$ cat src/rtl/pacman_pkg.sv
// Shared types and defaults for the dot pipeline: the dots stage, the
// scoreboard and the HUD all agree on the dot count and the value of one dot.
package pacman_pkg;

  localparam int N_DOTS_DEFAULT     = 32;
  localparam int DOT_POINTS_DEFAULT = 10;

  typedef enum logic [2:0] {
    IDLE,
    RST_DOTS,
    SETTLE,
    PLAY,
    CLEAR
  } sb_state_t;

endpackage

$ cat src/rtl/dot_popcount.sv
// Combinational population count of an N_DOTS-wide vector.
//   bits  : vector to count
//   count : number of set bits, 0..N_DOTS
module dot_popcount #(
  parameter int N_DOTS = 32,
  parameter int CNT_W  = $clog2(N_DOTS + 1)
) (
  input  logic [N_DOTS-1:0] bits,
  output logic [CNT_W-1:0]  count
);

  always_comb begin
    count = '0;
    for (int i = 0; i < N_DOTS; i++) begin
      count = count + CNT_W'(bits[i]);
    end
  end

endmodule

$ cat src/rtl/dot_scoreboard.sv
// Scores newly eaten dots, tracks dots left in the level, and sequences
// level clear / restart, pulsing dots_reset to clear the dots stage.
//   Clk, Reset     : clock, asynchronous active-high reset
//   frame_tick     : one-cycle pulse per video frame (paces the CLEAR pause)
//   game_start     : starts or restarts a game (score and level to 0)
//   eaten          : per-dot eaten flags from the dots stage
//   dots_reset     : one-cycle pulse clearing the dots stage
//   score          : saturating score, kept across levels
//   dots_remaining : uneaten dots in the current level
//   level          : 0-based level, wraps
//   level_clear    : high while in CLEAR
//   playing        : high while in PLAY
module dot_scoreboard
  import pacman_pkg::*;
#(
  parameter int N_DOTS       = N_DOTS_DEFAULT,
  parameter int DOT_POINTS   = DOT_POINTS_DEFAULT,
  parameter int SCORE_W      = 16,
  parameter int LEVEL_W      = 4,
  parameter int CLEAR_FRAMES = 120,
  localparam int REM_W       = $clog2(N_DOTS + 1)
) (
  input  logic               Clk,
  input  logic               Reset,
  input  logic               frame_tick,
  input  logic               game_start,
  input  logic [N_DOTS-1:0]  eaten,
  output logic               dots_reset,
  output logic [SCORE_W-1:0] score,
  output logic [REM_W-1:0]   dots_remaining,
  output logic [LEVEL_W-1:0] level,
  output logic               level_clear,
  output logic               playing
);

  localparam int CNT_W = (CLEAR_FRAMES > 1) ? $clog2(CLEAR_FRAMES) : 1;
  localparam int SUM_W = SCORE_W + 8;
  localparam logic [SUM_W-1:0]   PTS       = SUM_W'(DOT_POINTS);
  localparam logic [SCORE_W-1:0] SCORE_MAX = '1;
  localparam logic [CNT_W-1:0]   CNT_LAST  = CNT_W'(CLEAR_FRAMES - 1);

  sb_state_t          state_q, state_d;
  logic [N_DOTS-1:0]  eaten_q, eaten_d;
  logic [SCORE_W-1:0] score_q, score_d;
  logic [REM_W-1:0]   rem_q, rem_d;
  logic [LEVEL_W-1:0] level_q, level_d;
  logic [CNT_W-1:0]   clear_cnt_q, clear_cnt_d;
  logic               dots_reset_q, dots_reset_d;
  logic               level_clear_q, level_clear_d;
  logic               playing_q, playing_d;

  logic [N_DOTS-1:0]  new_bits;
  logic [REM_W-1:0]   k;
  logic [SUM_W-1:0]   sum;
  logic [SCORE_W-1:0] score_sat;
  logic [REM_W-1:0]   rem_sub;

  assign new_bits = eaten & ~eaten_q;

  dot_popcount #(.N_DOTS(N_DOTS), .CNT_W(REM_W)) u_popcount (
    .bits  (new_bits),
    .count (k)
  );

  // Widened sum so the saturation compare sees the true total.
  assign sum       = SUM_W'(score_q) + SUM_W'(k) * PTS;
  assign score_sat = (sum > SUM_W'(SCORE_MAX)) ? SCORE_MAX : sum[SCORE_W-1:0];
  assign rem_sub   = (k >= rem_q) ? '0 : rem_q - k;

  always_comb begin
    state_d     = state_q;
    eaten_d     = eaten_q;
    score_d     = score_q;
    rem_d       = rem_q;
    level_d     = level_q;
    clear_cnt_d = clear_cnt_q;
    case (state_q)
      IDLE: begin
        if (game_start) begin
          state_d = RST_DOTS;
          score_d = '0;
          level_d = '0;
        end
      end
      RST_DOTS: begin
        rem_d   = REM_W'(N_DOTS);
        eaten_d = '0;
        state_d = SETTLE;
      end
      // Dots stage is still clearing; take its vector as the baseline only.
      SETTLE: begin
        eaten_d = eaten;
        state_d = PLAY;
      end
      PLAY: begin
        eaten_d = eaten;
        if (game_start) begin
          state_d = RST_DOTS;
          score_d = '0;
          level_d = '0;
        end else begin
          score_d = score_sat;
          rem_d   = rem_sub;
          if (rem_q == '0) begin
            state_d     = CLEAR;
            clear_cnt_d = '0;
          end
        end
      end
      CLEAR: begin
        eaten_d = eaten;
        if (game_start) begin
          state_d = RST_DOTS;
          score_d = '0;
          level_d = '0;
        end else if (frame_tick) begin
          if (clear_cnt_q == CNT_LAST) begin
            level_d = level_q + 1'b1;
            state_d = RST_DOTS;
          end else begin
            clear_cnt_d = clear_cnt_q + 1'b1;
          end
        end
      end
      default: state_d = IDLE;
    endcase
    // Status outputs decode the next state so they register in step with it.
    dots_reset_d  = (state_d == RST_DOTS);
    level_clear_d = (state_d == CLEAR);
    playing_d     = (state_d == PLAY);
  end

  always_ff @(posedge Clk or posedge Reset) begin
    if (Reset) begin
      state_q       <= IDLE;
      eaten_q       <= '0;
      score_q       <= '0;
      rem_q         <= REM_W'(N_DOTS);
      level_q       <= '0;
      clear_cnt_q   <= '0;
      dots_reset_q  <= 1'b0;
      level_clear_q <= 1'b0;
      playing_q     <= 1'b0;
    end else begin
      state_q       <= state_d;
      eaten_q       <= eaten_d;
      score_q       <= score_d;
      rem_q         <= rem_d;
      level_q       <= level_d;
      clear_cnt_q   <= clear_cnt_d;
      dots_reset_q  <= dots_reset_d;
      level_clear_q <= level_clear_d;
      playing_q     <= playing_d;
    end
  end

  assign dots_reset     = dots_reset_q;
  assign score          = score_q;
  assign dots_remaining = rem_q;
  assign level          = level_q;
  assign level_clear    = level_clear_q;
  assign playing        = playing_q;

endmodule

$ cat config.mk
export PLATFORM = sky130hd
export DESIGN_NAME = dot_scoreboard
export DESIGN_NICKNAME = d
export VERILOG_FILES = /design/src/rtl/pacman_pkg.sv /design/src/rtl/dot_popcount.sv /design/src/rtl/dot_scoreboard.sv
export SDC_FILE = /design/constraint.sdc
export NUM_CORES = 1
export LEC_CHECK = 0
export ABC_AREA = 1
export BUFFER_PORTS_ARGS = -buffer_cell sky130_fd_sc_hd__buf_2
export CAP_MARGIN = 10
export CORE_UTILIZATION = 55
export CTS_CLUSTER_SIZE = 25
export DETAILED_ROUTE_END_ITERATION = 6
export GPL_TIMING_DRIVEN = 0
export PLACE_DENSITY = 0.78
export SLEW_MARGIN = 30
export SYNTH_ARGS = -nofsm -noshare
export SYNTH_HDL_FRONTEND = slang
export SYNTH_HIERARCHICAL = 1
export SYNTH_SLANG_ARGS = --single-unit
$ cat constraint.sdc
create_clock -name Clk -period 17.4 [get_ports Clk]
set_input_delay 1.74 -clock Clk [delete_from_list [all_inputs] [get_ports Clk]]
set_output_delay 1.74 -clock Clk [all_outputs]
set_load 0.03 [all_outputs]
Word level (Yosys, flattened, before mapping)
Index checks and enable logic that the tools add are counted.
Widths: inputs -> output; s select.
{ "word_totals": {"word_cells": 106, "out_inout_bits": 29, "in_bits": 36, "regBits": 71} }
{ "op_classes": {"addsub": 35, "multipliers": 1, "order_cmp": 2, "mux": 26, "eq_ne": 17, "bitwise_logic": 2, "reduce_logical": 14} }
{ "ops": {"columns": ["operator", "n"], "rows": [
  ["$add 6x1->6", 30],
  ["$pmux 32 s2", 1],
  ["$mux 16", 3],
  ["$mux 7", 5],
  ["$and 32x32->32", 1],
  ["$not 32->32", 1],
  ["$pmux 16 s2", 1],
  ["$mux 3", 6],
  ["$add 16x10->17", 1],
  ["$gt 17x16->1 const B", 1],
  ["$mux 4", 4],
  ["$pmux 3 s5", 1],
  ["$pmux 7 s2", 1],
  ["$mux 6", 2],
  ["$pmux 6 s2", 1],
  ["$ne 2x2->1 const B", 5],
  ["$reduce_bool 2->1", 5],
  ["$eq 3x2->1 const B", 3],
  ["$mul 6x3->9 const B", 1],
  ["$pmux 4 s2", 1],
  ["$add 7x1->7 const B", 1],
  ["$eq 7x7->1 const B", 1],
  ["$eq 3x1->1 const B", 2],
  ["$eq 3x3->1 const B", 2],
  ["other kinds (13)", 17]
]} }

Longest topological paths before layout
Gate-level depths: netlist (run 1).
{ "depth": {"word_depth": 39, "depth_mapped": 39, "depth_no_buf": 39} }

Cells and area by module
The synthesis (run 1) kept the hierarchy.
{ "by_module_without_submodules": {"columns": ["mod", "seq_area_each_um2", "area_per_inst_um2", "n_inst", "cells_per_inst"], "rows": [
  ["dot_scoreboard", 1778.0, 4332.9, 1, 576],
  ["dot_popcount", 0.0, 809.5, 1, 91]
]} }

Worst setup path before layout (run 1)
OpenSTA, ideal clock, no wires.
{ "synth_path": {"path_kind": "input -> register", "from": "input port eaten[0]", "to": "register score_q[0] (netlist: score[0])", "path_slack_ps": 9263, "t_required_ps": 17282, "path_stages": 34, "arrival_time_ps": 8019, "path_buffers": 0, "setup_time_ps": 118, "path_cell_list": "inv_1 -> nor2_1 -> inv_1 -> fa_1 -> inv_1 -> fa_1 -> fa_1 -> fa_1 -> fa_1 -> inv_1 -> fa_1 -> inv_1 -> ha_1 -> inv_1 -> fa_1 -> inv_1 -> ha_1 -> ha_1 -> fa_1 -> a21oi_1 -> o21ai_0 -> xor2_1 -> ha_1 -> nand2_1 -> inv_1 -> nand2_1 -> nor3_1 -> nand2_1 -> nand2_1 -> nand2_1 -> nand2_1 -> nand2_1 -> nand2_1 -> nand2_1"} }
{ "synth_between": {"elab_chain_len": 38} }
{ "synth_rtl": {"columns": ["item", "line_no", "text"], "rows": [
  ["start: declaration", "dot_scoreboard.sv:27", "input logic [N_DOTS-1:0] eaten,"],
  ["$and 32x32->32", "dot_scoreboard.sv:58", "assign new_bits = eaten & ~eaten_q;"],
  ["net new_bits[0]", "dot_scoreboard.sv:52", "logic [N_DOTS-1:0] new_bits;"],
  ["$add 1x1->2", "dot_popcount.sv:15", "count = count + CNT_W'(bits[i]);"],
  ["$add 6x1->6 (30 in series)", "dot_popcount.sv:15", null],
  ["net k[1]", "dot_scoreboard.sv:53", "logic [REM_W-1:0] k;"],
  ["$mul 6x3->9", "dot_scoreboard.sv:66", "assign sum = SUM_W'(score_q) + SUM_W'(k) * PTS;"],
  ["$add 16x10->17", "dot_scoreboard.sv:66", null],
  ["$gt 17x16->1", "dot_scoreboard.sv:67", "assign score_sat = (sum > SUM_W'(SCORE_MAX)) ? SCORE_MAX : sum[SCORE_W-1:0];"],
  ["$mux 16", "dot_scoreboard.sv:67", null],
  ["$mux 16", "dot_scoreboard.sv:97", "if (game_start) begin"],
  ["$pmux 16 s2", "dot_scoreboard.sv:77", "case (state_q)"],
  ["end signal: assignment", "dot_scoreboard.sv:147", "score_q <= score_d;"],
  ["end: declaration", "dot_scoreboard.sv:44", "logic [SCORE_W-1:0] score_q, score_d;"]
]} }
The timed path passes the listed nets, and every way through them passes these cells.
A chain may end at the register's enable or synchronous reset.

Worst setup path in the final report (run 1)
{ "layout_path": {"from": "input port eaten[0]", "to": "register score_q[10] (netlist: score[10])"} }
{ "layout_between": {"elab_chain_len": 38} }
{ "layout_rtl": {"columns": ["item", "line_no"], "rows": [
  ["$and 32x32->32 (*)", "dot_scoreboard.sv:58"],
  ["net new_bits[0]", "dot_scoreboard.sv:52"],
  ["$add 1x1->2 (*)", "dot_popcount.sv:15"],
  ["$add 6x1->6 (*) (30 in series)", "dot_popcount.sv:15"],
  ["net k[4]", "dot_scoreboard.sv:53"],
  ["$mul 6x3->9 (*)", "dot_scoreboard.sv:66"],
  ["$add 16x10->17 (*)", "dot_scoreboard.sv:66"],
  ["$gt 17x16->1", "dot_scoreboard.sv:67"],
  ["$mux 16 (*)", "dot_scoreboard.sv:67"],
  ["$mux 16 (*)", "dot_scoreboard.sv:97"],
  ["$pmux 16 s2 (*)", "dot_scoreboard.sv:77"]
]} }
Mark *: on every way through the listed nets, which the timed path passes. The rest lies on a longest branch.

==> impl_summary.log, run 1 <==
INFO  metric cp.arrival = 8850 ps
INFO  metric post_synth.cell_area_avg = 7.710 um2
INFO  metric criticalPathCategory = input pin to register
INFO  metric finalSetupViolations = 0
INFO  metric finalMaxSlewViolations = 0
INFO  metric ratio_of_routed_vias_to_standard_cells = 5.298
INFO  metric drt-wirelength-per-cell = 13.25 um
INFO  metric start_util = 0.5784
INFO  metric clockRootBuffer = clkbuf_8
INFO  metric num-nets-final = 839
INFO  metric clock_latency = 360 ps
INFO  metric dp_worst_setup_slack = 8461 ps
INFO  metric synth.cell_area = 0.005142 mm2
INFO  metric layout_setup_ws = 8840 ps
INFO  metric largest_net_degree_at_the_start_of_global_routing = 43
INFO  metric count_of_state_elements_after_synthesis = 71
INFO  metric ys.warnings.count = 6
INFO  metric end_kind = register
INFO  metric fin_setup_tns = 0 ps
INFO  metric ys_seq_area_frac = 0.3457
INFO  metric postSynthCellCount = 667
INFO  metric setup.worst_path.start_class = input pin
INFO  metric rsz0062_at_grt = no
INFO  metric ctsHtreeMaxLevel = 3
INFO  metric post-route-drc-count = 0
INFO  metric yosysTopAreaCellShare = 0.3406
INFO  metric timing.max_slew.rel_slack = 0.6209
INFO  metric drtPass1Iterations = 5
INFO  metric path_clk_slew = 80 ps
INFO  metric layout_worst_path_cycle_share = 0.4920
INFO  metric totalWireLength = 11330 um
INFO  metric row_count = 34
INFO  metric mappedNetlistNets = 764
INFO  metric clock.fmax = 116.8 MHz
INFO  metric hold_buffers = 0
INFO  metric vias = 4530
INFO  metric ctsLongestPathBuffers = 2
INFO  metric global_route.usage.total = 0.2530
INFO  metric post-route-min-period = 8560 ps
INFO  metric skew = 9.202 ps
INFO  metric maxCapViolations = 0
INFO  metric top_level_ports = 65
INFO  metric antenna_violating_nets_post_route = 0
INFO  metric ys_types = 31
INFO  metric leading_register_cell_type_out_of_synthesis = dfrtp_1
INFO  metric final_layout_size_suffix_gt1_frac = 0.1365
INFO  metric synth_top_cells_by_area = dfrtp_1 (34%), nand2_1 (11%), fa_1 (11%)
INFO  metric synth_largest_area_cell = dfrtp_1
INFO  metric port-buffer-count = 63
INFO  metric clock_tree_from_tritoncts = yes
INFO  metric postSynth.asyncResetShare = 1.000
INFO  metric gp_routability_congestion = 0.9106
INFO  metric path_max_fanout = 10
INFO  metric yosys.cell_count.top_type = nand2_1
INFO  metric critPathRequiredTime = 17690 ps
INFO  metric dp.final_hpwl = 8719 um
INFO  metric least_margin_pin_slew = 568.7 ps
INFO  metric status = finished clean
INFO  metric number_of_sinks_on_the_clock_net = 71
INFO  metric cts.repair.resized = 0
INFO  metric max_stage_delay = 540 ps
INFO  metric die_y = 98.70 um
INFO  metric initial_detailed_routing_violation_count = 193
INFO  metric global_route_wire_length_before_repair = 19590 um
INFO  metric synth_common_cells = nand2_1 (150), inv_1 (118), nand3_1 (74), dfrtp_1 (70), nor2_1 (59)
INFO  metric number_of_global_route_vias_before_repair = 4423
INFO  metric post_synth_edffs = 0
INFO  metric tritoncts.num_buffers = 9
INFO  metric die_x = 98.70 um
INFO  metric design.core.area = 0.008891 mm2
INFO  metric crit_slowest_cell = fa_1
INFO  metric antenna_cells_inserted = 0
INFO  metric timing.final.hold_violations = 0
INFO  metric antenna_found_initial = 0
INFO  metric path_category_of_the_worst_min_delay_check = register to register
INFO  metric post-cts-setup-buffers = 0
INFO  metric gr-total-overflow = 0
INFO  metric synth_to_layout_area_growth = 12.80%
INFO  metric design.die.area = 0.009741 mm2
routing by layer:
metal | GRT usage | vias up | routed length (um)
met5 | 0 | - | 0
met4 | 0.09070 | 0 | 174
li1 | - | 2254 | -
met2 | 0.4382 | 116 | 5631
met1 | 0.3148 | 2143 | 4965
met3 | 0.05177 | 17 | 554
final timing paths:
path                       cells after the start                             to                    from  slack [ps]
max                                           37          score[10]$_DFFE_PP0P_                eaten[0]        8840
min                                            2           score[0]$_DFFE_PP0P_    score[0]$_DFFE_PP0P_         480
max reg2reg                                   35          score[10]$_DFFE_PP0P_  eaten_q[0]$_DFFE_PP0P_        9930
min reg2reg                                    2           score[0]$_DFFE_PP0P_    score[0]$_DFFE_PP0P_         480
max in group asynchronous                      3  dots_remaining[5]$_DFFE_PP1P_                   Reset       15330
min in group asynchronous                      2        eaten_q[24]$_DFFE_PP0P_                   Reset        1430
state kept, by name, summed over array words and instances, names as in the netlist:
register        count
score              16
dots_reset          1
dots_remaining      6
state_q             3
eaten_q            32
level               4
level_clear         1
clear_cnt_q         7
playing             1
logic make-up after synthesis:
| group | count (synthesis) | synth area share |
|---|---|---|
| XOR/XNOR | 18 | 0.03066 |
| adder cells (fa/ha/maj) | 61 | 0.1878 |
| flip-flops | 71 | 0.3457 |
| AND/OR/NAND/NOR | 304 | 0.2526 |
| buffers and inverters | 135 | 0.1015 |
| AO/OA/AOI/OAI | 78 | 0.08175 |
critical path: cells and delay by family:
kind / cells / cell delay [ps]
AND/OR/NAND/NOR: 13 / 1210
adder cells (fa/ha/maj): 11 / 4680
AO/OA/AOI/OAI: 2 / 240
XOR/XNOR: 1 / 160
buffers and inverters: 10 / 790
per-stage QoR:
stage                 util  cell area, um2  hold WS (ps)  cells
global placement    0.6290            5593         458.4    838
global route        0.6524            5801         534.1    855
floorplan                -            5142         478.1    667
finish              0.6524            5801         477.1    855
detailed placement  0.6316            5615         462.5    839
CTS                 0.6524            5801         482.3    855
final cells by class:
class | count | area (um2)
well taps | 108 | 135.1
fillers | 744 | 3090
flip-flops and latches | 71 | 1778
inverters | 122 | 460.4
multi-input cells | 461 | 2843
clock buffers | 12 | 155.1
clock inverters | 4 | 30.03
plain buffers | 13 | 63.81
repair buffers | 64 | 335.3
cell usage in the layout (no fill, tap or decap), types with 9 or more instances in the layout:
cell type / n
a21oi_1: 15
nand3_1: 74
inv_1: 117
clkbuf_8: 11
xor2_1: 15
nand4_1: 9
nor2_1: 59
dfrtp_1: 70
buf_2: 69
nand2_1: 150
o21ai_0: 54
fa_1: 27
ha_1: 34
Power of run 1 is left out: the tool's default activity adds up to more than one toggle a clock period on the data nets, which glitch-free logic cannot reach.
==> inputs of run 2 (changes only) <==
--- a/config.mk
+++ b/config.mk
@@ -5,14 +5,14 @@
 export SDC_FILE = /design/constraint.sdc
 export NUM_CORES = 1
 export LEC_CHECK = 0
-export ABC_AREA = 1
+export ABC_AREA = 0
 export BUFFER_PORTS_ARGS = -buffer_cell sky130_fd_sc_hd__buf_2
 export CAP_MARGIN = 10
-export CORE_UTILIZATION = 55
+export CORE_UTILIZATION = 53
 export CTS_CLUSTER_SIZE = 25
 export DETAILED_ROUTE_END_ITERATION = 6
 export GPL_TIMING_DRIVEN = 0
-export PLACE_DENSITY = 0.78
+export PLACE_DENSITY = 0.79
 export SLEW_MARGIN = 30
 export SYNTH_ARGS = -nofsm -noshare
 export SYNTH_HDL_FRONTEND = slang
==> constraint.sdc (replaced) <==
create_clock -name Clk -period 7.27 [get_ports Clk]
set_input_delay 0.727 -clock Clk [delete_from_list [all_inputs] [get_ports Clk]]
set_output_delay 0.727 -clock Clk [all_outputs]
set_load 0.03 [all_outputs]
==> run 2 against run 1 <==
- the run now ends with setup timing left
- cell count decreased by 21%
- global-route usage down 0.066 points
- first-iteration DRC count shrank 9.3%
- worst setup slack worse by 8900 ps
- die area is 3.8% lower
- non-clock buffer count grew 26
- wire length up 1.7%
- clock skew is 2.4 ps higher
- area after synthesis is 7.3% lower
- critical path depth down 9
- critical path type unchanged
==> impl_summary.log, run 2 <==
INFO  metric least_margin_pin_slew = 556.8 ps (-11.86 ps)
INFO  metric fin_setup_tns = -1101 ps (-1101 ps)
INFO  metric placement.cell_area = 0.005305 mm2 (-5.5%)
INFO  metric gp_routability_congestion = 0.8477 (-6.9%)
INFO  metric global_route.usage.total = 0.2523 (-0.0006626)
INFO  metric buffers_and_inverters_on_the_worst_path = 5 (-5)
INFO  metric largest_net_degree_at_the_start_of_global_routing = 40 (-7.0%)
INFO  metric timing.max_slew.rel_slack = 0.6274 (+0.006475)
INFO  metric cp.arrival = 7660 ps (-1190 ps)
INFO  metric synth_to_layout_area_growth = 25.42%
INFO  metric global_route_wire_length_before_repair = 18980 um (-3.1%)
INFO  metric clock_tree_from_tritoncts = yes
INFO  metric post_synth.cell_area_avg = 10.18 um2 (+32%)
INFO  metric clock_latency = 360 ps (about the same)
INFO  metric number_of_sinks_on_the_clock_net = 71 (unchanged)
INFO  metric finalMaxSlewViolations = 0 (unchanged)
INFO  metric path_max_fanout = 6 (-4)
INFO  metric path_category_of_the_worst_min_delay_check = input pin to async pin
INFO  metric synth_common_cells = dfrtp_1 (70), inv_1 (43), nor2b_1 (37), a22o_1 (36), ha_1 (34)
INFO  metric largest_register_ff_count = 32 (unchanged)
INFO  metric row_count = 34 (unchanged)
INFO  metric yosysTopAreaCellShare = 0.3676 (+0.02701)
INFO  metric antenna_cells_inserted = 0 (unchanged)
INFO  metric count_of_state_elements_after_synthesis = 71 (unchanged)
INFO  metric ctsHtreeMaxLevel = 3 (unchanged)
INFO  metric mappedNetlistNets = 565 (-26%)
INFO  metric startpoint = eaten[27]
INFO  metric die_y = 96.82 um (-1.9%)
INFO  metric groute.layer.met3.usage = 0.05636 (+0.004585)
INFO  metric ys_types = 56 (+81%)
INFO  metric drt-wirelength-per-cell = 16.96 um (+28%)
INFO  metric criticalPathCategory = input pin to register
INFO  metric postSynthCellCount = 468 (-30%)
INFO  metric status = complete, but fails checks
INFO  metric whs = 403.9 ps (-73.23 ps)
INFO  metric final_common_cell = dfrtp_1
INFO  metric final_cell_mix = dfrtp_1 (70), buf_2 (59), a22o_1 (36), inv_1 (31), nor2b_1 (29)
INFO  metric setup.worst_path.start_class = input pin
INFO  metric crit_slowest_cell = fa_2
INFO  metric path_clk_slew = 80 ps (about the same)
INFO  metric ys.warnings.count = 6 (unchanged)
INFO  metric antenna_violating_nets_post_route = 0 (unchanged)
INFO  metric port-buffer-count = 63 (unchanged)
INFO  metric vias = 3935 (-13%)
INFO  metric die_x = 96.82 um (-1.9%)
INFO  metric num-nets-final = 663 (-21%)
INFO  metric synth_largest_area_cell = dfrtp_1
INFO  metric timing.final.hold_violations = 0 (unchanged)
INFO  metric ys_seq_area_frac = 0.3732 (+0.02742)
INFO  metric grt_util_met2 = 0.4388 (+0.0005417)
INFO  metric dp.final_hpwl = 8070 um (-7.4%)
INFO  metric layout_worst_path_cycle_share = 1.015
INFO  metric globalRoute.busiestLayer = met2
INFO  metric final_layout_size_suffix_gt1_frac = 0.3082 (+0.1717)
INFO  metric dp_worst_setup_slack = -841.7 ps (-9303 ps)
INFO  metric post-route-min-period = 7380 ps
INFO  metric worst_reg2reg_startpoint = eaten_q[15]$_DFFE_PP0P_
INFO  metric clock.fmax = 135.5 MHz
INFO  metric ratio_of_routed_vias_to_standard_cells = 5.795 (+9.4%)
INFO  metric totalWireLength = 11520 um (+1.7%)
INFO  metric critPathRequiredTime = 7550 ps (-10140 ps)
INFO  metric max_stage_delay = 590 ps (+50 ps)
INFO  metric worst_path_dominant_cell_family = adder cells
INFO  metric use_met1 = 0.3126 (-0.002246)
INFO  metric maxCapViolations = 0 (unchanged)
INFO  metric end_kind = register
INFO  metric final_area = 0.005976 mm2 (+3.0%)
INFO  metric design.die.area = 0.009373 mm2 (-3.8%)
INFO  metric skew = 11.55 ps (+2.352 ps)
INFO  metric leading_register_cell_type_out_of_synthesis = dfrtp_1
INFO  metric clockRootBuffer = clkbuf_8
INFO  metric synth.cell_area = 0.004765 mm2 (-7.3%)
INFO  metric violations_in_the_final_reports = setup timing
INFO  metric gr-total-overflow = 0 (unchanged)
INFO  metric fillerInstances = 660 (-11%)
INFO  metric antenna_found_initial = 0 (unchanged)
INFO  metric number_of_global_route_vias_before_repair = 4086 (-7.6%)
INFO  metric tritoncts.num_buffers = 9 (unchanged)
INFO  metric start_util = 0.5463 (-0.03204)
INFO  metric top_level_ports = 65 (unchanged)
INFO  metric drtPass1Iterations = 4 (-1)
INFO  metric yosys.cell_count.top_type = dfrtp_1
INFO  metric regMostFlops = eaten_q
INFO  metric layout_setup_ws = -109.5 ps (-8949 ps)
INFO  metric rsz0062_at_grt = yes
INFO  metric timing.critical_path.mode_cell = fa_2
INFO  metric finalSetupViolations = 14 (+14)
INFO  metric post_synth_edffs = 0 (unchanged)
INFO  metric post-route-drc-count = 0 (unchanged)
INFO  metric design.core.area = 0.008721 mm2 (-1.9%)
INFO  metric postSynth.asyncResetShare = 1.000 (unchanged)
INFO  metric ctsLongestPathBuffers = 2 (unchanged)
INFO  metric initial_detailed_routing_violation_count = 175 (-9.3%)
INFO  metric synth_top_cells_by_area = dfrtp_1 (37%), fa_1 (11%), ha_1 (8.9%)
-- run 2: cell count changes in the layout (fill, tap and decap cells not counted), moves of 10 or more --
cell     before  now
a22o_1        0   36
nor2_1       59   18
nand3_1      74   13
inv_1       117   31
buf_2        69   59
nor2b_1       0   29
buf_4         2   21
o21ai_0      54   18
nand2_1     150   22
xor2_1       15    5
-- run 2: through the flow --
stage | cells | utilization
after floorplan | 468 | -
after global placement | 639 | 0.6057
after detailed placement | 640 | 0.6083
after CTS | 665 | 0.6528
after global routing | 679 | 0.6852
final | 679 | 0.6852
-- run 2: layer usage --
metal	wire length [um]	up-vias
li1	-	1845
met1	4810	1952
met2	5977	116
met3	527	22
met4	203	0
met5	0	-
-- run 2: what timing repair did --
action | in CTS | in global routing
setup buffers | 9 | 13
gates cloned | 0 | 1
hold buffers | 0 | 0
endpoints found under the setup margin | 16 | 16
gates resized for setup | 23 | 52
pin swaps | 31 | 36
-- run 2: worst paths after layout --
check / slack [ps] / to / depth (start not counted)
worst min-delay path: 400 / eaten_q[8]$_DFFE_PP0P_ / 2
worst min register to register: 480 / clear_cnt_q[5]$_DFFE_PP0P_ / 1
worst max-delay path: -110 / score[11]$_DFFE_PP0P_ / 28
max in group asynchronous: 6310 / eaten_q[27]$_DFFE_PP0P_ / 3
min in group Clk: 480 / clear_cnt_q[5]$_DFFE_PP0P_ / 1
worst max register to register: -50 / score[11]$_DFFE_PP0P_ / 29
-- run 2: kinds of logic (layout without fill, tap and decap cells) --
logic type               Yosys count  after routing  synth area share
XOR/XNOR                          14             14           0.02574
flip-flops                        71             71            0.3732
AO/OA/AOI/OAI                    124            124            0.1907
adder cells (fa/ha/maj)           61             61            0.2027
buffers and inverters             59            162           0.04832
multiplexers                       3              3          0.006303
AND/OR/NAND/NOR                  136            136            0.1531
-- run 2: layout make-up --
type / instances / area, um2 / area share
sequential: 71 / 1778 / 0.2975
tap: 108 / 135.1 / 0.02261
clock inverter: 5 / 81.33 / 0.01361
buffer: 16 / 76.32 / 0.01277
timing repair buffer: 87 / 546.8 / 0.09150
clock buffer: 11 / 141.4 / 0.02366
inverter: 43 / 163.9 / 0.02743
multi-input combinational: 338 / 3053 / 0.5109
-- run 2: worst reg2reg max path: cells and delay by family (launching register included) --
| kind | cells | cell delay, ps |
|---|---|---|
| flip-flops | 1 | 420 |
| adder cells (fa/ha/maj) | 11 | 4370 |
| buffers and inverters | 6 | 420 |
| XOR/XNOR | 2 | 310 |
| AO/OA/AOI/OAI | 6 | 1300 |
| AND/OR/NAND/NOR | 4 | 420 |
Power of run 2 is left out for the same reason.
